## src/rtl/vga_pkg.sv

```systemverilog
// Shared constants and types for the 640x480@60 VGA frame-buffer reader.
// Holds default timing, line geometry and the 12-bit colour type.
package vga_pkg;

    localparam int DEF_H_VISIBLE = 640;
    localparam int DEF_H_FP      = 16;
    localparam int DEF_H_SYNC    = 96;
    localparam int DEF_H_BP      = 48;
    localparam int DEF_V_VISIBLE = 480;
    localparam int DEF_V_FP      = 10;
    localparam int DEF_V_SYNC    = 2;
    localparam int DEF_V_BP      = 33;

    localparam int WORDS_PER_LINE = DEF_H_VISIBLE / 32;

    typedef struct packed {
        logic [3:0] r;
        logic [3:0] g;
        logic [3:0] b;
    } rgb12_t;

    localparam rgb12_t DEF_FG_COLOR = 12'hFFF;
    localparam rgb12_t DEF_BG_COLOR = 12'h000;

endpackage

```

## src/rtl/vga_timing.sv

```systemverilog
// Horizontal/vertical raster counters with raw (undelayed) sync and
// visibility flags. Ports: clock, reset, h_cnt, v_cnt, visible, hs_raw,
// vs_raw (active low), origin (h=0,v=0), vblank (v >= V_VISIBLE).
module vga_timing
    import vga_pkg::*;
#(
    parameter int H_VISIBLE = DEF_H_VISIBLE,
    parameter int H_FP      = DEF_H_FP,
    parameter int H_SYNC    = DEF_H_SYNC,
    parameter int H_BP      = DEF_H_BP,
    parameter int V_VISIBLE = DEF_V_VISIBLE,
    parameter int V_FP      = DEF_V_FP,
    parameter int V_SYNC    = DEF_V_SYNC,
    parameter int V_BP      = DEF_V_BP
) (
    input  logic       clock,
    input  logic       reset,
    output logic [9:0] h_cnt,
    output logic [9:0] v_cnt,
    output logic       visible,
    output logic       hs_raw,
    output logic       vs_raw,
    output logic       origin,
    output logic       vblank
);

    localparam int H_TOTAL = H_VISIBLE + H_FP + H_SYNC + H_BP;
    localparam int V_TOTAL = V_VISIBLE + V_FP + V_SYNC + V_BP;

    localparam logic [9:0] H_LAST   = 10'(H_TOTAL - 1);
    localparam logic [9:0] H_RST    = 10'(H_TOTAL - 2);
    localparam logic [9:0] V_LAST   = 10'(V_TOTAL - 1);
    localparam logic [9:0] H_VIS    = 10'(H_VISIBLE);
    localparam logic [9:0] V_VIS    = 10'(V_VISIBLE);
    localparam logic [9:0] HS_BEGIN = 10'(H_VISIBLE + H_FP);
    localparam logic [9:0] HS_END   = 10'(H_VISIBLE + H_FP + H_SYNC);
    localparam logic [9:0] VS_BEGIN = 10'(V_VISIBLE + V_FP);
    localparam logic [9:0] VS_END   = 10'(V_VISIBLE + V_FP + V_SYNC);

    // Reset lands two clocks before (0,0) so the word-0 fetch of line 0
    // (rdaddress = 0 at h = H_TOTAL-2) is already in place.
    always_ff @(posedge clock or posedge reset) begin
        if (reset) begin
            h_cnt <= H_RST;
            v_cnt <= V_LAST;
        end else if (h_cnt == H_LAST) begin
            h_cnt <= '0;
            v_cnt <= (v_cnt == V_LAST) ? '0 : v_cnt + 10'd1;
        end else begin
            h_cnt <= h_cnt + 10'd1;
        end
    end

    assign visible = (h_cnt < H_VIS) && (v_cnt < V_VIS);
    assign hs_raw  = !((h_cnt >= HS_BEGIN) && (h_cnt < HS_END));
    assign vs_raw  = !((v_cnt >= VS_BEGIN) && (v_cnt < VS_END));
    assign origin  = (h_cnt == 10'd0) && (v_cnt == 10'd0);
    assign vblank  = (v_cnt >= V_VIS);

endmodule

```

## src/rtl/vga_fetch_ctrl.sv

```systemverilog
// 1bpp frame-buffer reader: fetches 32b words ahead of the beam, shifts
// pixels out and drives registered RGB/sync. Ports: clock, reset,
// rdaddress/q (read port, 1-cycle latency), red/green/blue, h_sync,
// v_sync, frame_start (pixel 0,0 on pins), in_vblank.
module vga_fetch_ctrl
    import vga_pkg::*;
#(
    parameter int     H_VISIBLE = DEF_H_VISIBLE,
    parameter int     H_FP      = DEF_H_FP,
    parameter int     H_SYNC    = DEF_H_SYNC,
    parameter int     H_BP      = DEF_H_BP,
    parameter int     V_VISIBLE = DEF_V_VISIBLE,
    parameter int     V_FP      = DEF_V_FP,
    parameter int     V_SYNC    = DEF_V_SYNC,
    parameter int     V_BP      = DEF_V_BP,
    parameter rgb12_t FG_COLOR  = DEF_FG_COLOR,
    parameter rgb12_t BG_COLOR  = DEF_BG_COLOR
) (
    input  logic        clock,
    input  logic        reset,
    output logic [13:0] rdaddress,
    input  logic [31:0] q,
    output logic [3:0]  red,
    output logic [3:0]  green,
    output logic [3:0]  blue,
    output logic        h_sync,
    output logic        v_sync,
    output logic        frame_start,
    output logic        in_vblank
);

    localparam int H_TOTAL    = H_VISIBLE + H_FP + H_SYNC + H_BP;
    localparam int V_TOTAL    = V_VISIBLE + V_FP + V_SYNC + V_BP;
    localparam int LINE_WORDS = H_VISIBLE / 32;

    localparam logic [9:0]  H_LOAD   = 10'(H_TOTAL - 3);
    localparam logic [9:0]  H_LAST   = 10'(H_TOTAL - 1);
    localparam logic [9:0]  H_WEND   = 10'(H_VISIBLE - 32);
    localparam logic [9:0]  V_PRELST = 10'(V_VISIBLE - 1);
    localparam logic [9:0]  V_LAST   = 10'(V_TOTAL - 1);
    localparam logic [13:0] STRIDE   = 14'(LINE_WORDS);

    logic [9:0]  h_cnt;
    logic [9:0]  v_cnt;
    logic        visible;
    logic        hs_raw;
    logic        vs_raw;
    logic        origin;
    logic        vblank;
    logic [13:0] line_base;
    logic [31:0] shreg;
    rgb12_t      color_q;

    vga_timing #(
        .H_VISIBLE (H_VISIBLE),
        .H_FP      (H_FP),
        .H_SYNC    (H_SYNC),
        .H_BP      (H_BP),
        .V_VISIBLE (V_VISIBLE),
        .V_FP      (V_FP),
        .V_SYNC    (V_SYNC),
        .V_BP      (V_BP)
    ) u_timing (
        .clock   (clock),
        .reset   (reset),
        .h_cnt   (h_cnt),
        .v_cnt   (v_cnt),
        .visible (visible),
        .hs_raw  (hs_raw),
        .vs_raw  (vs_raw),
        .origin  (origin),
        .vblank  (vblank)
    );

    logic in_line;
    logic next_line;
    logic word_step;
    logic word_cap;
    logic line_load;
    logic line_cap;

    // Words 1..N-1 of a visible line: address steps at h=32k-3 so it is
    // on the port during 32k-2; data is captured at the end of 32k-1.
    assign in_line   = (v_cnt < 10'(V_VISIBLE));
    assign word_step = in_line && (h_cnt[4:0] == 5'd29) && (h_cnt < H_WEND);
    assign word_cap  = in_line && (h_cnt[4:0] == 5'd31) && (h_cnt < H_WEND);

    // Word 0 of the next line is fetched at the tail of this line; only
    // when that next line is visible (including the wrap into line 0).
    assign next_line = (v_cnt < V_PRELST) || (v_cnt == V_LAST);
    assign line_load = next_line && (h_cnt == H_LOAD);
    assign line_cap  = next_line && (h_cnt == H_LAST);

    always_ff @(posedge clock or posedge reset) begin
        if (reset) begin
            line_base <= '0;
            rdaddress <= '0;
        end else if (line_load) begin
            if (v_cnt == V_LAST) begin
                line_base <= '0;
                rdaddress <= '0;
            end else begin
                line_base <= line_base + STRIDE;
                rdaddress <= line_base + STRIDE;
            end
        end else if (word_step) begin
            rdaddress <= rdaddress + 14'd1;
        end
    end

    always_ff @(posedge clock or posedge reset) begin
        if (reset) begin
            shreg <= '0;
        end else if (word_cap || line_cap) begin
            shreg <= q;
        end
    end

    // Bit 0 of each word is the leftmost pixel of its 32-pixel group.
    logic pix;
    assign pix = shreg[h_cnt[4:0]];

    always_ff @(posedge clock or posedge reset) begin
        if (reset) begin
            color_q     <= '0;
            h_sync      <= 1'b1;
            v_sync      <= 1'b1;
            frame_start <= 1'b0;
            in_vblank   <= 1'b1;
        end else begin
            color_q     <= visible ? (pix ? FG_COLOR : BG_COLOR) : '0;
            h_sync      <= hs_raw;
            v_sync      <= vs_raw;
            frame_start <= origin;
            in_vblank   <= vblank;
        end
    end

    assign red   = color_q.r;
    assign green = color_q.g;
    assign blue  = color_q.b;

endmodule
```

## config.mk

```make
export PLATFORM = sky130hd
export DESIGN_NAME = vga_fetch_ctrl
export DESIGN_NICKNAME = d
export VERILOG_FILES = /design/src/rtl/vga_pkg.sv /design/src/rtl/vga_timing.sv /design/src/rtl/vga_fetch_ctrl.sv
export SDC_FILE = /design/constraint.sdc
export NUM_CORES = 1
export LEC_CHECK = 0
export CORE_AREA = 2 2 102 104
export DETAILED_ROUTE_END_ITERATION = 10
export DIE_AREA = 0 0 104 106
export PLACE_DENSITY = 0.67
export SLEW_MARGIN = 10
export SYNTH_ARGS = -nofsm -noshare
export SYNTH_HDL_FRONTEND = slang
export SYNTH_SLANG_ARGS = --single-unit
```

## constraint.sdc

```tcl
create_clock -name clock -period 3.62 [get_ports clock]
set_clock_uncertainty 0.15 [all_clocks]
set_input_delay 0.362 -clock clock [delete_from_list [all_inputs] [get_ports clock]]
set_output_delay 0.362 -clock clock [all_outputs]
set_load 0.05 [all_outputs]
```

==> report_table.html <==
<table>
<tr><th>Metric</th><th>Value</th></tr>
<tr><th colspan="2">STA</th></tr>
<tr><td>Post-route clock period utilization</td><td>75.1%</td></tr>
<tr><td>Relative slew margins</td><td>41.8%</td></tr>
<tr><td>Unrepaired setup endpoints after global routing</td><td>false</td></tr>
<tr><td>Post-route setup TNS</td><td>0 ns</td></tr>
<tr><td>Total setup violations reported at the end of the flow</td><td>0</td></tr>
<tr><td>Worst setup margin</td><td>0.901 ns</td></tr>
<tr><td>Max Fclk</td><td>368 MHz</td></tr>
<tr><td>Pins Over Slew Limit</td><td>0</td></tr>
<tr><td>Actual transition at the worst max-transition pin</td><td>0.872 ns</td></tr>
<tr><td>Crit path time final</td><td>2.72 ns</td></tr>
<tr><td>Final Hold Vio Count</td><td>0</td></tr>
<tr><th colspan="2">Floorplanning</th></tr>
<tr><td>Die Wd</td><td>104 um</td></tr>
<tr><td>Die area</td><td>11000 um^2</td></tr>
<tr><td>Height of the die</td><td>106 um</td></tr>
<tr><td>Core Rows</td><td>37</td></tr>
<tr><td>Starting density of the core</td><td>45.4%</td></tr>
<tr><td>IO Count</td><td>64</td></tr>
<tr><td>Core Box Area</td><td>10000 um^2</td></tr>
<tr><th colspan="2">Worst setup path</th></tr>
<tr><td>Endpoint class of the critical path</td><td>flop</td></tr>
<tr><td>Launching element type of the critical path</td><td>flop</td></tr>
<tr><td>Reg-to-reg endpoint</td><td>shreg[13]$_DFFE_PP0P_</td></tr>
<tr><td>Launch point of the worst reg-to-reg path</td><td>u_timing.v_cnt[0]$_DFFE_PP0N_</td></tr>
<tr><td>Worst-path cell chain</td><td>ha_1 -&gt; nand3_1 -&gt; o21bai_2 -&gt; a21oi_2 -&gt; a21oi_4 -&gt; buf_4 -&gt; mux2_4</td></tr>
<tr><td>Number of cells on the worst reg-to-reg path</td><td>7</td></tr>
<tr><td>Highest fanout seen on the critical path</td><td>15</td></tr>
<tr><td>Data arrival time of the critical path</td><td>2.81 ns</td></tr>
<tr><td>Slowest Stage Delay on Critical Path</td><td>0.50 ns</td></tr>
<tr><td>Cell with the biggest individual delay on the critical path</td><td>a21oi_4</td></tr>
<tr><td>Setup slack of the worst register-to-register path</td><td>0.90 ns</td></tr>
<tr><td>Worst Path Required</td><td>3.71 ns</td></tr>
<tr><td>Critical Setup Path Class</td><td>reg2reg</td></tr>
<tr><th colspan="2">CTS</th></tr>
<tr><td>Reg clk slew, reported paths</td><td>0.08 ns</td></tr>
<tr><td>Source-to-sink clock delay at the later pin of the worst-skew pair</td><td>0.36 ns</td></tr>
<tr><td>Clock Tree Buf Depth</td><td>2</td></tr>
<tr><td>CTS tree</td><td>done</td></tr>
<tr><td>Number of resized instances in the post-cts repair step</td><td>0</td></tr>
<tr><td>Count of hold-fix buffers inserted at cts</td><td>0</td></tr>
<tr><td>Library cell used as clock root buffer</td><td>clkbuf_8</td></tr>
<tr><td>Number of clock buffers inserted by TritonCTS</td><td>9</td></tr>
<tr><td>Number of clock sinks</td><td>85</td></tr>
<tr><td>Total setup buffers inserted after CTS</td><td>0</td></tr>
<tr><td>H-tree levels</td><td>3</td></tr>
<tr><th colspan="2">Logic synthesis</th></tr>
<tr><td>Share of async-settable or async-resettable flops after synthesis</td><td>100%</td></tr>
<tr><td>Number of distinct library cell variants in the gate-level netlist after synthesis</td><td>55</td></tr>
<tr><td>Post-synth EDFFs</td><td>0</td></tr>
<tr><td>Synth top area cells</td><td>dfrtp_1 (40%), mux2_4 (9.9%), dfstp_2 (6.9%)</td></tr>
<tr><td>Cell type with the largest total area after synthesis</td><td>dfrtp_1</td></tr>
<tr><td>Share of Yosys cell area claimed by the top area cell type</td><td>40.2%</td></tr>
<tr><td>Synth Register Bits</td><td>85</td></tr>
<tr><td>Syn nets</td><td>441</td></tr>
<tr><td>Mapped cell area</td><td>4540 um^2</td></tr>
<tr><td>Synth Instances</td><td>399</td></tr>
<tr><td>Post-Syn Area per Cell</td><td>11.4 um^2</td></tr>
<tr><td>Portion of the post-synthesis area used by sequential elements</td><td>47.1%</td></tr>
<tr><td>Commonest cells in the netlist</td><td>dfrtp_1 (73), nand2_1 (34), mux2_4 (30)</td></tr>
<tr><td>Library cell with the highest instance count after synthesis</td><td>dfrtp_1</td></tr>
<tr><td>Most common flop cell mapped by yosys</td><td>dfrtp_1</td></tr>
<tr><td>Count of warnings emitted by yosys</td><td>0</td></tr>
<tr><th colspan="2">Detailed routing</th></tr>
<tr><td>Length of the first detailed-routing pass in iterations</td><td>5</td></tr>
<tr><td>DRC Markers</td><td>0</td></tr>
<tr><td>Total vias in the final route</td><td>3209</td></tr>
<tr><td>WL final</td><td>9230 um</td></tr>
<tr><td>ANT nets after route</td><td>0</td></tr>
<tr><td>Routed wire per std cell</td><td>15.6 um</td></tr>
<tr><td>Iteration-0 DRC count of the detailed router</td><td>199</td></tr>
<tr><td>Number of vias per cell</td><td>5.43</td></tr>
<tr><th colspan="2">Final layout</th></tr>
<tr><td>Share of cells above drive strength 1</td><td>19.8%</td></tr>
<tr><td>Layout net count</td><td>492</td></tr>
<tr><td>Sequential cell area in the final layout</td><td>2140 um^2</td></tr>
<tr><td>Number of inserted filler cells in the final layout</td><td>887</td></tr>
<tr><td>Antenna diode count</td><td>0</td></tr>
<tr><td>Footprint of the multi-input gates</td><td>2190 um^2</td></tr>
<tr><td>Area overhead of the layout relative to synthesis</td><td>20.6%</td></tr>
<tr><td>Share of the core filled with cells in the final layout</td><td>54.8%</td></tr>
<tr><th colspan="2">Global routing</th></tr>
<tr><td>Initial antenna violation count</td><td>0</td></tr>
<tr><td>Total GRT Usage</td><td>17.6%</td></tr>
<tr><td>Global-route wire length before repair</td><td>15700 um</td></tr>
<tr><td>Total gr overflow</td><td>0</td></tr>
<tr><td>Pin count of the biggest net entering global routing</td><td>53</td></tr>
<tr><td>Via count of the first global-routing pass</td><td>3218</td></tr>
<tr><th colspan="2">Place</th></tr>
<tr><td>Final weighted congestion in routability-driven placement</td><td>0.841</td></tr>
<tr><td>Worst slack after detailed placement</td><td>0.916 ns</td></tr>
<tr><td>Estimated wirelength of the detail-placed design</td><td>6540 um</td></tr>
<tr><td>Count of buffers inserted at the top-level ports</td><td>63</td></tr>
<tr><th colspan="2">Power</th></tr>
<tr><td>Pleak</td><td>2.40 nW</td></tr>
<tr><td>Worst ir drop on vdd</td><td>0.204 mV</td></tr>
<tr><td>Power per standard cell area</td><td>353 nW/um^2</td></tr>
<tr><th colspan="2">Status</th></tr>
<tr><td>Outcome</td><td>finished, final reports clean</td></tr>
<tr><th colspan="2">Job</th></tr>
<tr><td>Number of max-cap violations</td><td>0</td></tr>
<tr><th colspan="2">Hold path</th></tr>
<tr><td>Hold WC Path Type</td><td>in2async</td></tr>
</table>
-- logic make-up (layout without fill, tap and decap cells) --
group | count (synthesis) | after routing | share of synthesized area [%]
and+or+nand+nor | 132 | 132 | 15.8
DFF | 85 | 85 | 47.1
AOI/OAI and AO/OA | 67 | 67 | 9.75
muxes | 42 | 42 | 15.1
buffers and inverters | 38 | 94 | 4.82
xor gates and xnor gates | 27 | 27 | 5.20
adders and majority gates | 8 | 8 | 2.20
-- how the worst max path moves through the flow --
stage,from,endpoint,cells past startpoint
floorplan,reset,blue[2]$_DFF_PP0_,1
global placement,u_timing.h_cnt[1]$_DFF_PP1_,shreg[6]$_DFFE_PP0P_,7
detailed placement,u_timing.v_cnt[0]$_DFFE_PP0N_,shreg[7]$_DFFE_PP0P_,7
CTS,u_timing.v_cnt[0]$_DFFE_PP0N_,shreg[12]$_DFFE_PP0P_,7
global route,u_timing.v_cnt[0]$_DFFE_PP0N_,shreg[11]$_DFFE_PP0P_,7
finish,u_timing.v_cnt[0]$_DFFE_PP0N_,shreg[13]$_DFFE_PP0P_,7
-- cell type report --
cell class / instances / share of cell area (%)
tap: 136 / 3.11
clock buffer: 11 / 2.58
clock inverter: 5 / 1.96
multi-input combinational: 276 / 40.0
sequential: 85 / 39.1
inverter: 8 / 0.571
timing repair buffer: 70 / 12.7
-- registers in the layout (all words and copies together) (netlist names) --
register	count
blue	1
rdaddress	14
u_timing.h_cnt	10
line_base	14
h_sync	1
u_timing.v_cnt	10
v_sync	1
shreg	32
frame_start	1
in_vblank	1
-- critical path, delay by kind of cell, from the launching register on --
family / cells / cell delay, ns
AO/OA/AOI/OAI: 3 / 1.00
adder cells (fa/ha/maj): 1 / 0.24
buffers and inverters: 1 / 0.34
flip-flops: 1 / 0.41
multiplexers: 1 / 0.32
AND/OR/NAND/NOR: 1 / 0.13
-- cells in the final DEF, fill, tap and decap left out, types with 9 or more instances in the layout --
cell type	count
nor2_1	13
nand3_1	21
dfrtp_1	73
a21oi_1	17
and3_1	10
xor2_1	18
xnor2_1	9
nor3_1	10
dfstp_2	12
clkdlybuf4s50_1	63
nand2_1	34
clkbuf_8	10
mux4_2	9
o21ai_0	19
mux2_4	30
-- metrics by stage --
| stage | cell area [um^2] | hold slack, ns | total power, mW | std cells |
|---|---|---|---|---|
| after global routing | 5480 | 0.366 | 2.01 | 591 |
| after floorplan | 4540 | 0.287 | 1.08 | 399 |
| after detailed placement | 5230 | 0.328 | 1.13 | 575 |
| after global placement | 5230 | 0.322 | 1.13 | 575 |
| final | 5480 | 0.324 | 1.94 | 591 |
| after CTS | 5480 | 0.347 | 1.95 | 591 |
-- metal layers --
| metal | global-route usage [%] | vias up | wire length [um] |
|---|---|---|---|
| li1 | - | 1530 | - |
| met5 | 0 | - | 0 |
| met2 | 27.6 | 89 | 4380 |
| met3 | 2.58 | 16 | 424 |
| met4 | 7.63 | 0 | 187 |
| met1 | 24.3 | 1574 | 4240 |
-- report_power, final --
| part | internal (mW) | switching [mW] | leakage, nW |
|---|---|---|---|
| Sequential | 0.968 | 0.0116 | 1.05 |
| Combinational | 0.0752 | 0.0573 | 1.22 |
| Clock | 0.480 | 0.344 | 0.124 |
| Total | 1.52 | 0.413 | 2.40 |
Note: power is estimated with default switching activity, not from simulation.
